File: config.mk
export PLATFORM = sky130hd
export DESIGN_NAME = shift_reg
export DESIGN_NICKNAME = d
export VERILOG_FILES = /design/src/rtl/shift_reg.sv
export SDC_FILE = /design/constraint.sdc
export NUM_CORES = 1
export LEC_CHECK = 0
export ABC_CLOCK_PERIOD_IN_PS = 1200
export BUFFER_PORTS_ARGS = -buffer_cell sky130_fd_sc_hd__buf_4
export CORE_AREA = 10 10 47 49
export CTS_BUF_LIST = sky130_fd_sc_hd__clkbuf_16
export DETAILED_ROUTE_END_ITERATION = 7
export DIE_AREA = 0 0 57 59
export SLEW_MARGIN = 20
export SYNTH_ARGS = -nofsm -noshare
export SYNTH_HDL_FRONTEND = slang
export SYNTH_SLANG_ARGS = --single-unit
File: constraint.sdc
create_clock -name clk -period 1.2 [get_ports clk]
set_input_delay 0.36 -clock clk [delete_from_list [all_inputs] [get_ports clk]]
set_output_delay 0.36 -clock clk [all_outputs]
set_load 0.01 [all_outputs]
File: src/rtl/shift_reg.sv
// shift_reg: universal shift register with hold / shift right / shift left / load.
// Shift modes take their serial fill bits from the d bus.
// Optional build macro SHIFT_REG_ROTATE_EN: when defined, the shift modes rotate
// the register contents and ignore d; hold, load and reset are unchanged.
module shift_reg #(
    parameter int WIDTH = 4
) (
    input  logic             clk,
    input  logic             reset,
    input  logic [1:0]       cntrl,
    input  logic [WIDTH-1:0] d,
    output logic [WIDTH-1:0] q
);

    localparam logic [1:0] MODE_HOLD  = 2'b00;
    localparam logic [1:0] MODE_RIGHT = 2'b01;
    localparam logic [1:0] MODE_LEFT  = 2'b10;
    localparam logic [1:0] MODE_LOAD  = 2'b11;

    logic [WIDTH-1:0] q_q;
    logic [WIDTH-1:0] q_d;

    // Next-state selection; any cntrl value that is not a known mode (X/Z) falls to hold.
    always_comb begin
        q_d = q_q;
        case (cntrl)
            MODE_HOLD: begin
                q_d = q_q;
            end
            MODE_RIGHT: begin
`ifdef SHIFT_REG_ROTATE_EN
                q_d = {q_q[0], q_q[WIDTH-1:1]};
`else
                q_d = {d[WIDTH-1], q_q[WIDTH-1:1]};
`endif
            end
            MODE_LEFT: begin
`ifdef SHIFT_REG_ROTATE_EN
                q_d = {q_q[WIDTH-2:0], q_q[WIDTH-1]};
`else
                q_d = {q_q[WIDTH-2:0], d[0]};
`endif
            end
            MODE_LOAD: begin
                q_d = d;
            end
            default: begin
                q_d = q_q;
            end
        endcase
    end

    // State register; asynchronous reset clears the contents immediately.
    always_ff @(posedge clk or posedge reset) begin
        if (reset) begin
            q_q <= '0;
        end else begin
            q_q <= q_d;
        end
    end

    // Output comes straight from the register: no combinational input-to-output path.
    assign q = q_q;

endmodule

# == Yosys cells after proc, flatten, opt, wreduce, memory -nomap -nowiden ==
# Index checks and enable logic that the tools add are counted.
# classes
n_reduce_logical,1
n_eq_ne,3
n_mux,1
# op_table
op,n
4-bit one-hot mux with 3 select lines,1
2-bit equality test (second input constant),2
2-bit by 1-bit equality test with 1-bit output (second input constant),1
2-bit logical NOT,1
# word_totals
input_bits,8
output_inout_bits,4
regBits,4

# == Depth between registers and ports, before layout ==
# Gate-level depths: netlist of the first run.
# logic_depth
ltp_word,2
mapped_depth,2
depth_no_buf,2

# == Least setup slack after synthesis of the first run ==
# Ideal clock, no wire load.
# synth_path
kind,reg-to-reg
start,reg q_q[2] (netlist: q[2])
end,reg q_q[1] (netlist: q[1])
path_buffers,0
arrival_ps,895
setup_ps,140
path_stages_with_launch,2
path_slack_ps,165
cell_sequence,dfrtp_1 mux4_1
# synth_via
elab_chain_cells,1
# synth_lines
element,line_no,source
start: declaration,20,logic [WIDTH-1:0] q_q;
start signal: assignment,58,q_q <= q_d;
4-bit one-hot mux with 3 select lines,26,case (cntrl)
# Every way passes these cells.
# A chain may end at the register's enable or synchronous reset.

# == Worst setup path in the final report of the first run ==
# layout_path
start,reg q_q[2] (netlist: q[2])
end,out q[2]
# layout_rtl
element,line_no,source
end: declaration,12,output logic [WIDTH-1:0] q
# No word-level cell between the ends.

==> results.md, run 1 <==
Timing:
- Setup violations remaining at the end of the flow were counted as 0.
- The worst clock skew is 0.000167 ns.
- The final count of pins violating max slew is 0.
- After routing, the total negative slack on setup checks comes to 0 ns.
- Setup slack closes at 0.0677 ns.
- Headroom to the max-slew limit came out at 0.894.
- Setup repair after global routing left no endpoint under its margin.
- The fmax is between 800 and 900 MHz.
- The hold violation count in the final report is 0.
- The period utilization is 0.944.
- The shortest clock period the worst path allows after layout is between 1 and 1.5 ns.
- The actual slew at the worst max-slew pin is ~0.16 ns.

Critical path:
- The cell class contributing the biggest share of worst-path delay is flip-flops.
- The delay contributed by the slowest stage of the critical path is 0.39 ns.
- The path length in cells of the critical path is 1.
- The startpoint kind of the worst setup timing path is a register.
- The endpoint class of the critical path is a primary output.
- The startpoint identified for the worst register-to-register timing path is q[1].
- Traced cell by cell, the critical path runs through buf_4.
- Setup slack on the worst reg-to-reg path comes out at ~0.15 ns.
- The arrival time at the worst endpoint is 0.77 ns.
- The most critical setup path has its startpoint at q[2].
- In this run the worst setup path terminates at q[2].
- The sum of buffers and inverters on the critical path is 1.
- The critical path in this run is classified as register to primary output.
- The logic depth of the worst register-to-register path is 1.
- The terminus of the critical flop-to-flop path is q[2].
- At the worst endpoint, the required time is 0.84 ns.
- Along the worst path, the maximum fanout reaches 4.
- The slowest stage of the critical path belongs to the cell dfrtp_1.

Floorplanning:
- The floorplan die height is 59 um.
- The total number of placement rows is 14.
- The die width is about 57 um.
- The I/O pin total is 12.
- The floorplan die area is 3360 um2.
- The placeable core region is 1400 um2.
- The initial utilization of the core area, before any placement, comes to 0.138.

Worst hold path:
- The class of the tightest hold or removal check is primary input to async pin.

Clock tree:
- At the later pin of the worst-skew pair, clock insertion delay measures 0.22 ns.
- The number of CTS-inserted buffers is 3.
- The clock drives 4 sinks.
- TritonCTS built the clock tree.
- CTS built an H-tree with a depth of 1.
- The longest clock path from root to sink contains 2 buffers.
- The number of setup buffers added after CTS is 0.
- The number of gates resized after CTS is 0.
- The number of hold-repair buffers added at the cts stage is 0.
- After clock tree synthesis, the clock-pin slew on the worst setup and hold paths is 0.03 ns.
- The root buffer cell is clkbuf_16.

Cells and area:
- The non-filler instance count after layout is 45.
- The top cell types in the final layout, fill and taps aside, are 13 x buf_4, 4 x dfrtp_1, 3 x clkbuf_16.
- Of the cells placed in the final design, the portion with a size suffix greater than 1 is 0.552.
- The number of nets at the end of the flow is 39.
- The number of flip-flops under the largest register name is 4.
- The synthesis-to-layout area growth is 99.4%.
- The repair_antennas step left the layout with diodes totalling 0.
- The commonest non-fill, non-tap cell in the layout is buf_4.

Synth:
- The synthesized area divided by synthesized cell count is 14.9 um2.
- The total of flip-flops plus latches after synthesis is 4.
- The number of warnings printed during yosys synthesis is 0.
- The share of the Yosys chip area taken by registers is 0.516.
- The number of different library cells in the post-synthesis netlist is 6.
- In this run the cell area of the synthesized design comes to between 150 and 200 um2.
- Synthesis produced a netlist whose cell count is 13.
- The net count of the mapped netlist is 21.

Drt:
- Using the TritonRoute via totals, the vias-per-cell ratio works out to 3.80.
- The first-pass iteration count of the detailed router is 1.
- The number of nets with antenna violations after detailed routing is 0.
- For this block, the routed nets add up to 618 um of wire.
- The number of remaining DRC errors is 0.
- The via count is 171.
- In the final routed layout, each cell accounts on average for 13.7 um.
- The detailed router's first-iteration violation count is 0.

Power:
- Of the total power, registers draw 0.221.
- The ratio of total power to cell area is 2060 nW/um2.
- Of the total power, the clock network draws 0.641.
- The switching power as a share of total power is 0.182.
- The internal power is 651 uW.
- The share of total power dissipated in combinational logic is 0.138.
- In this run the power spent charging and discharging nets is 145 uW.
- The peak supply drop is about 510 uV.
- The analysis attributes to cell leakage a power of about 0.00019 uW.

Status:
- The run finished with clean final reports.

Flow run:
- Max-cap violations in this run came to 0.

GRT:
- The via count of the first global-routing pass was between 200 and 250.
- The overall overflow remaining after global route is 0.
- The maximum number of pins on one net before global-route repair is 5.
- The combined global-route utilization of all metal layers is 0.0421.
- The first global-routing pass estimated 1.03 mm of wire.
- The number of antenna violations at the first check in global routing is 0.

Placement:
- The weighted congestion reported at the end of routability-driven placement is 0.702.
- The number of placed instances, taps included, is 42.
- The number of port buffers is 11.
- The setup slack at placement is 0.0747 ns.
==> area by class of cell <==
cell class,instances,area [um2]
Timing Repair Buffer,13,97.6
Tap cell,16,20.0
Fill cell,161,1010
Clock buffer,3,75.1
Sequential cell,4,100
Multi-Input combinational cell,8,90.1
Inverter,1,3.75
==> synth_stat cells <==
cell,instances,area (um2)
dfrtp_1,4,100
inv_1,1,3.75
mux2i_1,2,20.0
mux4_1,2,52.6
nand2_1,2,7.51
o21ai_0,2,10.0
==> metrics by stage <==
stage	instance area [um2]	total power, uW	hold WS [ns]	util
after floorplan	194	216	0.126	-
after global placement	312	285	0.261	0.222
after detailed placement	312	287	0.265	0.222
after CTS	387	809	0.0355	0.276
after global routing	387	831	0.0576	0.276
final	387	796	0.0294	0.276
==> power groups by stage <==
stage                     Sequential [uW]  Clock, uW  Combinational [uW]
after floorplan                       182          0                33.7
after global placement                177          0                 108
after detailed placement              177          0                 110
after CTS                             177        521                 112
after global routing                  179        532                 120
final                                 176        510                 110
==> worst min-delay path by stage <==
stage                     start   end  slack, ns
final                     reset  q[0]       0.03
after global placement    reset  q[2]       0.26
after detailed placement  reset  q[2]       0.27
after global routing      reset  q[3]       0.06
after floorplan           reset  q[0]       0.13
after CTS                 reset  q[0]       0.04
==> metal layers <==
layer  part of all wire  up-vias  GRT usage
met5                  0        -          0
met4                  0        0     0.0403
met3               0.15        0     0.0386
met2               0.36       11     0.0434
met1               0.49       78     0.0469
li1                   -       82          -
==> cell families after synthesis <==
logic type      count (synthesis)  share of synthesized area
buf+inv                         1                     0.0193
mux                             4                      0.374
compound gates                  2                     0.0516
flops                           4                      0.516
simple gates                    2                     0.0387
(Power assumes the default switching activity.)
==> inputs of run 2 (changes only) <==
HOLD_SLACK_MARGIN = 0.12   (was unset)
==> results.md, run 2 (synthesized netlist as in run 1, its figures left out) <==
Timing:
- Of the available clock period, the critical path in the final layout requires 0.944.
- The final count of pins violating max slew was 0.
- In this run the tightest slew margin relative to its limit is 0.894.
- The hold violation count in the final report is 0.
- The fmax is 883 MHz.
- The final-layout worst hold slack is 0.346 ns.
- Setup total negative slack on the finished layout was measured at 0 ns.
- Setup repair after global routing left no endpoint under its margin.
- The actual slew at the worst max-slew pin is approximately 0.16 ns.
- The final number of setup-violating endpoints is 0.
- The shortest clock period the worst path allows after layout is 1.13 ns.
- Clock skew on the completed layout was measured at 0.000167 ns.

Flow run:
- The number of max-cap violations is 0.

GRT:
- The number of antenna violations at the first check in global routing was 0.
- The first-pass GRT wire length is 1.04 mm.
- The combined global-route utilization of all metal layers is 0.0421.
- The via count of the first global-routing pass was 235.
- Entering global routing, the biggest net connects 5 pins.
- The overall overflow remaining after global route is 0.

Placement:
- The total instance count after detailed placement is 42.
- Routability-driven placement finished with a final weighted congestion of 0.702.
- The cell area after placement is 312 um2.
- In this run the tool buffered the top-level ports with 11 buffer cells.

Clock tree:
- Buffers inserted during clock tree synthesis total 3.
- The clock drives 4 sinks.
- The maximum level of the CTS H-tree is 1.
- In this run the clock root is driven by a clkbuf_16.
- No sink is reached through more buffers than the 2 on the longest clock path.
- The clock tree from TritonCTS is built.
- The number of gates resized after CTS is 0.
- After clock tree synthesis, the flow added hold-fix buffers numbering 1.
- The post-CTS repair timing setup buffer count is 0.
- The clock latency of the later-clocked register in the worst-skew pair is roughly 0.22 ns.
- The clock transition at the register clock pins on the worst setup and hold paths after CTS is approximately 0.030 ns.

Critical path:
- The classification of the worst setup path is register to primary output.
- Among all stages on the critical path, the largest delay is contributed by dfrtp_1.
- The delay contributed by the slowest stage of the critical path is 0.39 ns.
- The cell class contributing the biggest share of worst-path delay is flip-flops.
- The arrival time at the worst endpoint is 0.77 ns.
- The worst endpoint required time is 0.84 ns.
- The endpoint class of the critical path is a primary output.
- Walking the worst path, the cells encountered are buf_4.
- Of all nets on the critical path, the largest fanout is 4.
- The startpoint kind of the worst setup timing path is a register.
- Counting both buffers and inverters, the worst setup path holds a total of 1.

Power:
- The peak supply drop is 514 uV.
- The ratio of total power to cell area is 2010 nW/um2.
- For this design the static power due to leakage is 0.000198 uW.

Cells and area:
- The top cell types in the final layout, fill and taps aside, are 13 x buf_4, 4 x dfrtp_1, 3 x clkbuf_16.
- In the final layout, the share of cells above drive strength 1 is 0.533.
- The number of nets at the end of the flow is 40.
- The number of antenna repair diodes is 0.
- The non-filler instance count after layout is 46.
- After filler insertion, the fill cell instance count of the layout stands at 159.
- Relative to the synthesized area, the layout overhead comes to 105%.
- Leaving out fill and tap cells, the most frequent cell in the layout is buf_4.
- The cell area after layout is roughly 400 um2.
- The number of flip-flops under the largest register name is 4.

Worst hold path:
- The class of the tightest hold or removal check is primary input to register.

Drt:
- After detailed routing, the number of vias per cell comes to around 3.8.
- The detailed router's first-iteration violation count is 0.
- The number of remaining DRC errors is 0.
- The final wirelength is 625 um.
- For this run, the detailed router's first-pass iteration total came to 1.
- The number of nets with antenna violations after detailed routing is 0.
- The via count is 176.
- Dividing the detail-routed wire length by the instance count gives 13.6 um.

Floorplanning:
- The total number of placement rows is 14.
- In this run the count of I/O pins placed on the die edge is 12.
- The die covers 3360 um2.
- The placeable core region is ~1400 um2.
- The floorplan die height is 59 um.
- Measured along the x axis, the die boundary spans 57 um.
- For this configuration, the core starts out at a cell density of 0.138.

Status:
- The flow ran to the end, and the final reports show no timing, DRC or antenna violations.
-- run 2: changes by cell type in the layout (fill, tap and decap cells not counted), sizes merged --
cell / previous run / this run
dlygate4sd3: 0 / 1
-- run 2: per-stage QoR --
step | worst slack (ns) | total power [uW] | util
6_report | 0.0676 | 799 | 0.283
5_1_grt | 0.0479 | 834 | 0.283
2_1_floorplan | 0.165 | 216 | -
3_3_place_gp | 0.0903 | 285 | 0.222
3_5_place_dp | 0.0747 | 287 | 0.222
4_1_cts | 0.0582 | 812 | 0.283
-- run 2: path summary, 6_finish.rpt --
kind	slack (ns)	to	depth (start not counted)	from
max in group asynchronous	0.46	q[2]	3	reset
min in group asynchronous	0.59	q[0]	3	reset
max reg2reg	0.15	q[2]	1	q[1]
max	0.07	q[2]	1	q[2]
min reg2reg	0.61	q[0]	2	q[0]
min	0.35	q[0]	3	d[0]
-- run 2: cell type report --
class | count | area, um2 | area share
clock buffers | 3 | 75.1 | 0.189
inverters | 1 | 3.75 | 0.00946
multi-input cells | 8 | 90.1 | 0.227
flip-flops and latches | 4 | 100 | 0.252
well taps | 16 | 20.0 | 0.0505
repair buffers | 14 | 108 | 0.271
-- run 2: where the power goes --
| part | switching (uW) | internal (uW) |
|---|---|---|
| combinational | 40.9 | 71.4 |
| sequential | 19.2 | 157 |
| clock | 85.3 | 425 |
| total | 145 | 653 |
-- run 2: routing by layer --
| layer | wire length [um] | vias to the layer above | GRT usage |
|---|---|---|---|
| met1 | 309 | 81 | 0.0469 |
| li1 | - | 84 | - |
| met3 | 91 | 0 | 0.0386 |
| met2 | 224 | 11 | 0.0434 |
| met4 | 0 | 0 | 0.0403 |
| met5 | 0 | - | 0 |
==> inputs of run 3 (changes only) <==
ABC_CLOCK_PERIOD_IN_PS = 1260   (was 1200)
clock period = 1.26 ns   (was 1.2 ns; I/O delays follow)
==> results.md, run 3 (synthesized netlist as in run 1, its figures left out) <==
Status:
- The flow ran to the end, and the final reports show no timing, DRC or antenna violations.

Cells and area:
- In the final layout, the share of cells above drive strength 1 is 0.500.
- The final layout contains 38 nets.
- Summing all multi-input logic gate instances after layout gives 90.1 um2.
- The synthesis-to-layout area growth is 96.8%.
- Registers take 100 um2.
- The number of fill cells is 154.
- The non-filler instance count after layout is 44.
- The library cells used most frequently in the layout, excluding fill and tap cells, are 11 x buf_4, 4 x dfrtp_1, 3 x clkbuf_16.
- The finished cells cover 382 um2.
- The commonest non-fill, non-tap cell in the layout is buf_4.
- 0 antenna diodes ended up in the layout.
- The register with the most flip-flops in the layout has 4 of them.

Timing:
- The worst clock skew is 0.00104 ns.
- Headroom to the max-slew limit came out at 0.900.
- Setup repair after global routing left no endpoint under its margin.
- The final number of setup-violating endpoints is 0.
- The final count of pins violating max slew came to 0.
- Dividing the final minimum period by the clock period gives 0.927.
- In the final timing run, aggregate negative setup slack is 0 ns.
- The hold violation count in the final report came to 0.
- The shortest clock period the worst path allows after layout is about 1.2 ns.
- The fmax is roughly 860 MHz.
- The actual slew at the worst max-slew pin is approximately 0.15 ns.
- The worst path setup slack after routing is 0.0925 ns.

Power:
- The share of total power dissipated in sequential elements is 0.218.
- Internal power comes to 619 uW.
- The power after layout is 769 uW.
- The analysis attributes to cell leakage a power of 0.000188 uW.
- The clock share of power is 0.651.
- Summed over all nets, the switching power comes to 150 uW.
- The peak supply drop is 748 uV.
- Of the total power, the share spent switching nets is 0.195.
- The ratio of total power to cell area is 2020 nW/um2.
- Of the total power, combinational logic draws 0.131.

Clock tree:
- CTS built an H-tree with a depth of 1.
- The clock tree from TritonCTS is built.
- The number of clock sinks is 4.
- The buffer levels on the longest clock path is 2.
- After clock tree synthesis, the clock-pin slew on the worst setup and hold paths is 0.03 ns.
- The number of clock buffers added by TritonCTS is 3.
- The clock latency of the later-clocked register in the worst-skew pair is approximately 0.23 ns.
- In this run the clock root is driven by a clkbuf_16.

Critical path:
- In this run the number of cells on the critical path is 1.
- The signal on the critical path passes through buf_4.
- The critical path launch point is q[1].
- The endpoint class of the critical path is a primary output.
- The worst endpoint required time is 0.88 ns.
- The startpoint kind of the worst setup timing path is a register.
- Counting cells, the worst reg-to-reg path comes to 1.
- The endpoint identified for the worst register-to-register timing path is q[2].
- Data on the critical path arrives at its endpoint at around 0.8 ns.
- The slowest stage of the critical path belongs to the cell dfrtp_1.
- The worst setup path is of the register to primary output kind.
- The delay contributed by the slowest stage of the critical path is approximately 0.4 ns.
- The last element of the critical path is q[1].
- The sum of buffers and inverters on the critical path is 1.
- The setup check on the worst reg-to-reg path leaves a slack of 0.21 ns.
- The worst-path maximum fanout is 4.
- Grouping stages by cell kind, the critical path spends the most delay in flip-flops.
- In this run the critical register-to-register path is launched from q[1].

Floorplanning:
- The die is around 59 um tall.
- 12 I/O pins were placed.
- In this run the core area contains 14 standard-cell rows.
- The placeable core region is 1400 um2.
- The starting density of the core is 0.138.
- In this run the horizontal extent of the chip is 57 um.
- The die covers around 3400 um2.

GRT:
- Entering global routing, the biggest net connects 6 pins.
- The combined global-route utilization of all metal layers is 0.0466.
- The total overflow left after global routing is 0.
- The number of antenna violations at the first check in global routing was 0.
- The via count of the first global-routing pass is 203.
- The first-pass GRT wire length is 1.03 mm.

Placement:
- After detailed placement, the design holds a cell count of 40.
- The count of buffers added on input and output ports is 11.
- At the end of routability-driven placement, the weighted congestion stood at 0.683.
- Before CTS, the worst setup slack after placement is approximately 0.08 ns.
- The cell area after placement is 297 um2.

Drt:
- The final wirelength is 665 um.
- Dividing the detail-routed wire length by the instance count gives 15.1 um.
- The via count is 175.
- The number of nets with antenna violations after detailed routing is 0.
- The first-pass iteration count of the detailed router is 1.
- The routed via count divided by cell count is 3.98.
- After detailed routing, the number of remaining DRC violations is 0.
- After the first detailed-routing iteration, the DRC count stood at 0.

Flow run:
- Max-cap violations in this run came to 0.

Worst hold path:
- The class of the tightest hold or removal check is primary input to register.
run 3: cell count changes in the layout (fill, tap and decap cells not counted), sizes merged:
cell	delta
buf	-2
run 3: worst min-delay path by stage:
stage,end,cells after the start,from
3_3_place_gp,q[2],2,reset
2_1_floorplan,q[0],1,reset
6_report,q[0],3,d[0]
3_5_place_dp,q[2],2,reset
5_1_grt,q[0],3,d[0]
4_1_cts,q[0],3,d[0]
run 3: power groups by stage:
stage	clock (uW)	sequential, uW	combinational, uW
after detailed placement	0	170	101
after global placement	0	168	98.8
after global routing	523	172	110
final	501	168	100
after floorplan	0	174	32.1
after CTS	516	169	104
run 3: through the flow:
step,util,hold slack [ns]
after floorplan,-,0.144
after global placement,0.212,0.280
after detailed placement,0.212,0.285
after CTS,0.272,0.368
after global routing,0.272,0.386
final,0.272,0.368
run 3: repair_timing:
item,CTS,global route
hold endpoints to repair,4,0
setup buffers,0,0
hold buffers,1,0
resized for setup,0,0
run 3: metal layers:
metal	vias up	wire length, um	GRT usage
met5	-	0	0
met4	0	19	0.0403
met3	3	125	0.0579
met2	14	233	0.0512
met1	75	286	0.0424
li1	83	-	-
run 3: final cells by class:
class | instances | share of cell area
Multi-Input combinational cell | 8 | 0.236
Inverter | 1 | 0.00984
Clock buffer | 3 | 0.197
Tap cell | 16 | 0.0525
Timing Repair Buffer | 12 | 0.243
Sequential cell | 4 | 0.262
